**src/rtl/subword_store_unit.sv**
```systemverilog
// Sub-word store unit: turns SW/SH/SB requests into aligned word writes.
// Byte and halfword stores are done as a read-modify-write of the containing word.
module subword_store_unit (
  input  logic        Clk,
  input  logic        Rst,
  input  logic        req_valid,
  output logic        req_ready,
  input  logic [1:0]  req_op,
  input  logic [31:0] req_addr,
  input  logic [31:0] req_wdata,
  output logic [31:0] mem_addr,
  output logic        mem_rd_en,
  input  logic [31:0] mem_rdata,
  output logic        mem_wr_en,
  output logic [31:0] mem_wdata,
  output logic        done,
  output logic        err
);

  localparam logic [1:0] OP_SW = 2'b00;
  localparam logic [1:0] OP_SH = 2'b01;
  localparam logic [1:0] OP_SB = 2'b10;

  typedef enum logic [2:0] {
    IDLE  = 3'd0,
    READ  = 3'd1,
    MERGE = 3'd2,
    WRITE = 3'd3,
    ERR   = 3'd4
  } state_t;

  state_t      state, state_nxt;
  logic [1:0]  op_p0;
  logic [31:0] addr_p0;
  logic [31:0] wdata_p0;
  logic [31:0] rbuf_p1;
  logic        accept;

  function automatic logic misaligned(input logic [1:0] op, input logic [1:0] lo);
    logic bad;
    bad = 1'b0;
    case (op)
      OP_SW:   bad = (lo != 2'b00);
      OP_SH:   bad = lo[0];
      OP_SB:   bad = 1'b0;
      default: bad = 1'b1;
    endcase
    return bad;
  endfunction

  // Truncating merge: only the addressed lane(s) change, no extension applied.
  function automatic logic [31:0] merge_word(input logic [1:0]  op,
                                             input logic [1:0]  lo,
                                             input logic [31:0] old_word,
                                             input logic [31:0] wd);
    logic [31:0] w;
    w = old_word;
    if (op == OP_SB) begin
      case (lo)
        2'd0: w[7:0]   = wd[7:0];
        2'd1: w[15:8]  = wd[7:0];
        2'd2: w[23:16] = wd[7:0];
        default: w[31:24] = wd[7:0];
      endcase
    end else if (op == OP_SH) begin
      if (lo[1]) w[31:16] = wd[15:0];
      else       w[15:0]  = wd[15:0];
    end else begin
      w = wd;
    end
    return w;
  endfunction

  assign accept = (state == IDLE) && req_valid;

  // Request capture (p0) and read-data capture (p1)
  always_ff @(posedge Clk) begin
    if (!Rst) begin
      state    <= IDLE;
      op_p0    <= 2'b00;
      addr_p0  <= 32'd0;
      wdata_p0 <= 32'd0;
      rbuf_p1  <= 32'd0;
    end else begin
      state <= state_nxt;
      if (accept) begin
        op_p0    <= req_op;
        addr_p0  <= req_addr;
        wdata_p0 <= req_wdata;
      end
      if (state == MERGE) begin
        rbuf_p1 <= mem_rdata;
      end
    end
  end

  always_comb begin
    state_nxt = state;
    req_ready = 1'b0;
    mem_addr  = 32'd0;
    mem_rd_en = 1'b0;
    mem_wr_en = 1'b0;
    mem_wdata = 32'd0;
    done      = 1'b0;
    err       = 1'b0;
    case (state)
      IDLE: begin
        req_ready = 1'b1;
        if (req_valid) begin
          if (misaligned(req_op, req_addr[1:0])) state_nxt = ERR;
          else if (req_op == OP_SW)              state_nxt = WRITE;
          else                                   state_nxt = READ;
        end
      end
      READ: begin
        mem_addr  = {addr_p0[31:2], 2'b00};
        mem_rd_en = 1'b1;
        state_nxt = MERGE;
      end
      MERGE: begin
        mem_addr  = {addr_p0[31:2], 2'b00};
        state_nxt = WRITE;
      end
      WRITE: begin
        mem_addr  = {addr_p0[31:2], 2'b00};
        mem_wr_en = 1'b1;
        mem_wdata = merge_word(op_p0, addr_p0[1:0], rbuf_p1, wdata_p0);
        done      = 1'b1;
        state_nxt = IDLE;
      end
      ERR: begin
        done      = 1'b1;
        err       = 1'b1;
        state_nxt = IDLE;
      end
      default: state_nxt = IDLE;
    endcase
  end

endmodule

```
**config.mk**
```make
export PLATFORM = sky130hd
export DESIGN_NAME = subword_store_unit
export DESIGN_NICKNAME = d
export VERILOG_FILES = /design/src/rtl/subword_store_unit.sv
export SDC_FILE = /design/constraint.sdc
export NUM_CORES = 1
export LEC_CHECK = 0
export CAP_MARGIN = 20
export CORE_ASPECT_RATIO = 1.2
export CORE_MARGIN = 2
export CORE_UTILIZATION = 49
export DETAILED_ROUTE_END_ITERATION = 7
export HOLD_SLACK_MARGIN = 0.05
export PLACE_DENSITY = 0.89
export SLEW_MARGIN = 5
export SYNTH_ARGS = -nofsm -noshare
export SYNTH_HDL_FRONTEND = slang
export SYNTH_SLANG_ARGS = --single-unit
```
**constraint.sdc**
```tcl
create_clock -name Clk -period 2.3 [get_ports Clk]
set_clock_uncertainty 0.1 [all_clocks]
set_input_delay 0.345 -clock Clk [delete_from_list [all_inputs] [get_ports Clk]]
set_output_delay 0.345 -clock Clk [all_outputs]
set_load 0.01 [all_outputs]
```
==> results_dict.tcl <==
set metrics [dict create \
    status "finished, violations left" \
    violations_in_the_final_reports "negative setup slack" \
    drt_drc_violations_left 0 \
    stdcell_count 964 \
    min_delay_path_depth 2 \
    cp_top_family "buffers and inverters" \
    drtPass1Iterations 5 \
    clock_insertion_delay_worst_skew_ps 330 \
    die-area_sq_um 11000 \
    cts-buffers-inserted 9 \
    synth.most_common_cell "sky130_fd_sc_hd__nand2_1" \
    crit_slowest_cell "sky130_fd_sc_hd__clkdlybuf4s50_1" \
    dpl_hpwl_mm 11.4 \
    share_of_the_cycle_needed_by_the_critical_path_after_routing_pct 110 \
    clock_pin_slew_of_the_registers_on_the_worst_case_setup_and_hold_paths_ps 60 \
    ioPinCount 170 \
    area_growth_syn_to_layout_pct 45.7 \
    floorplan.core_area_sq_um 9960 \
    setup.worst_path.class "reg -> out" \
    insertedDiodeCount 0 \
    first_global_vias 5468 \
    crit_path_max_fanout 8 \
    critical-path-max-stage-delay_ps 480 \
    relSlewSlack_pct 61.1 \
    tritoncts "yes" \
    yosys-top-cells-count "sky130_fd_sc_hd__nand2_1 (214), sky130_fd_sc_hd__a21oi_1 (107), sky130_fd_sc_hd__dfxtp_1 (101)" \
    synth_xor_xnor_area_share_pct 0 \
    worstHoldPathType "reg -> reg" \
    synthesis.instances 660 \
    synth-compound-area-share_pct 20.4 \
    placedCellCount 932 \
    drt_wl_total_mm 16.8 \
    worst_r2r_startpoint "state[2]" \
    p_per_area_nw_per_um2 599 \
    worstSetupEndpointType "output port" \
    regToRegSetupSlack_ps 620 \
    hp-start "addr_p0[18]" \
    synth-simple-area-share_pct 25.5 \
    std_cell_rows 40 \
    min_to "addr_p0[18]" \
    power.ir.vdd_worst_v 0.000471 \
    post_synth_mux_area_share_pct 7.24 \
    timing.final.max_slew_violations 0 \
    grt_start_max_net_pins 38 \
    critical_path.cell_chain "buf_4 -> mux2_2 -> a221oi_2 -> nor2_1 -> clkdlybuf4s50_1" \
    route.detailed.vias_per_inst 5.63 \
    synth.ff_latch_count 101 \
    clock_sink_count 101 \
    setup_ws_ps -225 \
    path_buf_inv 2 \
    critical_path.startpoint_type "flip-flop" \
    antenna_left 0 \
    worst-endpoint-arrival_ps 2080 \
    ff2ff_path_depth 6 \
    mappedNetlistArea_sq_um 4990 \
    globalRouteTotalUtil_pct 30.2 \
    initial_utilization_pct 50.1 \
    yosys-top-cells-area "sky130_fd_sc_hd__dfxtp_1 (41%), sky130_fd_sc_hd__nand2_1 (16%), sky130_fd_sc_hd__a21oi_1 (11%)" \
    synth_async_sr_flop_share_pct 0 \
    layout-drive-gt1-share_pct 15.6 \
    drt-initial-drc-count 377 \
    timing_limited_maximum_frequency_mhz 396 \
    portion_of_synthesized_cell_area_occupied_by_the_leading_cell_type_pct 40.5 \
    setup_tns_ps -574 \
    synthAdderAreaFrac_pct 0 \
    rsz0062_at_grt "yes" \
    io_buffer_count 167 \
    clock_tree.buffer_depth 2 \
    cap_viol_max_count 0 \
    post_synth_num_cell_types 36 \
    critical_path.reg2reg.endpoint "wdata_p0[26]" \
    setup_viol 8 \
    cts_htree_levels 3 \
    synthFlopType "sky130_fd_sc_hd__dfxtp_1" \
    hold_viol 0 \
    ctsRootBufferMaster "sky130_fd_sc_hd__clkbuf_16" \
    p_leak_nw 2.87 \
    n_fill_cell 790 \
    p_total_w 0.00436 \
    final_period_minus_worst_setup_slack_ps 2520 \
    vias 5425 \
    syn_area_per_cell_sq_um 7.56 \
    die_w_um 96.1 \
    place_area_sq_um 6860 \
    detail_route.wl_per_cell_um 17.4 \
    sequential_fraction_of_the_synthesis_area_pct 40.5 \
    cts_hold_repair.buffers 0 \
    combinational_family_with_the_most_area_after_synthesis "simple AND/OR/NAND/NOR gates" \
    die_y_um 115 \
    grt_first_pass_wirelength_mm 26.0 \
    netlist.top_cell.by_area "sky130_fd_sc_hd__dfxtp_1" \
    cp.required_ps 1860 \
    transition_time_of_the_tightest_slew_check_pin_ps 583 \
    grt_antenna_before_repair 0 \
    synth.yosys.warnings 0 \
    design_area_sq_um 7280 \
    fin_nets 936 \
    routabilityCongestion 0.966 \
    synth_enable_flop_cells 0 \
    overflow 0 \
]
-- repair_timing --
| action | 4_1_cts | 5_1_grt |
|---|---|---|
| setup buffers | 10 | 5 |
| endpoints found under the setup margin | 63 | 40 |
| pin swaps | 6 | 1 |
| resized for setup | 107 | 33 |
| cloned | 3 | 0 |
-- placed cells by master, fill, tap and decap left out, types with 9 or more instances in the layout --
cell type / n
sky130_fd_sc_hd__clkdlybuf4s50_1: 105
sky130_fd_sc_hd__clkbuf_16: 9
sky130_fd_sc_hd__a31oi_1: 15
sky130_fd_sc_hd__dfxtp_1: 96
sky130_fd_sc_hd__mux2_2: 25
sky130_fd_sc_hd__buf_4: 39
sky130_fd_sc_hd__a21oi_1: 105
sky130_fd_sc_hd__and2_1: 33
sky130_fd_sc_hd__o211ai_1: 15
sky130_fd_sc_hd__o21ai_0: 9
sky130_fd_sc_hd__nand2_1: 213
sky130_fd_sc_hd__clkdlybuf4s15_1: 10
sky130_fd_sc_hd__nand2b_1: 16
sky130_fd_sc_hd__dlygate4sd2_1: 38
sky130_fd_sc_hd__nor2_1: 11
-- tightest hold or removal path, stage by stage (launching register included) --
cell	delay (ps)
sky130_fd_sc_hd__dfxtp_1	300
sky130_fd_sc_hd__nand2_1	50
sky130_fd_sc_hd__a21oi_1	50
-- layer usage --
layer | track usage, % | vias to the layer above | share of wire, %
met5 | 0 | - | 0
met4 | 15.0 | 0 | 4.3
met3 | 8.43 | 66 | 9.5
met2 | 53.1 | 289 | 50
met1 | 32.7 | 2505 | 36
li1 | - | 2565 | -
-- final cells by class --
type	instances	area, sq um	area share, %
repair buffers	220	2090	28.8
clock buffers	10	239	3.28
clock inverters	4	26.3	0.361
inverters	2	7.51	0.103
well taps	126	158	2.17
flip-flops and latches	101	2030	27.9
multi-input cells	501	2720	37.4
-- state kept, by name (all words and copies together), names as in the netlist --
name	cells
addr_p0	32
op_p0	2
rbuf_p1	32
state	3
wdata_p0	32
-- metrics by stage --
step                      hold WS [ps]  worst slack [ps]  util [%]
final                              351              -225      73.1
after global routing               368              -267      73.1
after CTS                          352              -221      72.4
after detailed placement           343              7.96      68.9
after global placement             338              40.5      68.9
after floorplan                    332               558         -
-- power breakdown --
group	internal, W	switching [W]
registers	0.00188	0.000109
clock network	0.000750	0.000639
logic	0.000487	0.000497
-- kinds of logic (layout without fill, tap and decap cells) --
logic type / count (synthesis) / after routing
muxes: 33 / 33
buffers and inverters: 59 / 236
AOI/OAI and AO/OA: 174 / 174
and+or+nand+nor: 292 / 292
DFF: 101 / 101
other: 1 / 2
-- worst max path at each step --
stage | startpoint | endpoint | depth (start not counted)
2_1_floorplan | addr_p0[1] | mem_wdata[15] | 6
3_3_place_gp | addr_p0[1] | mem_wdata[31] | 5
3_5_place_dp | addr_p0[1] | mem_wdata[31] | 5
4_1_cts | addr_p0[1] | mem_wdata[31] | 5
5_1_grt | addr_p0[1] | mem_wdata[31] | 5
6_report | addr_p0[1] | mem_wdata[31] | 5
Note: power is estimated with default switching activity, not from simulation.
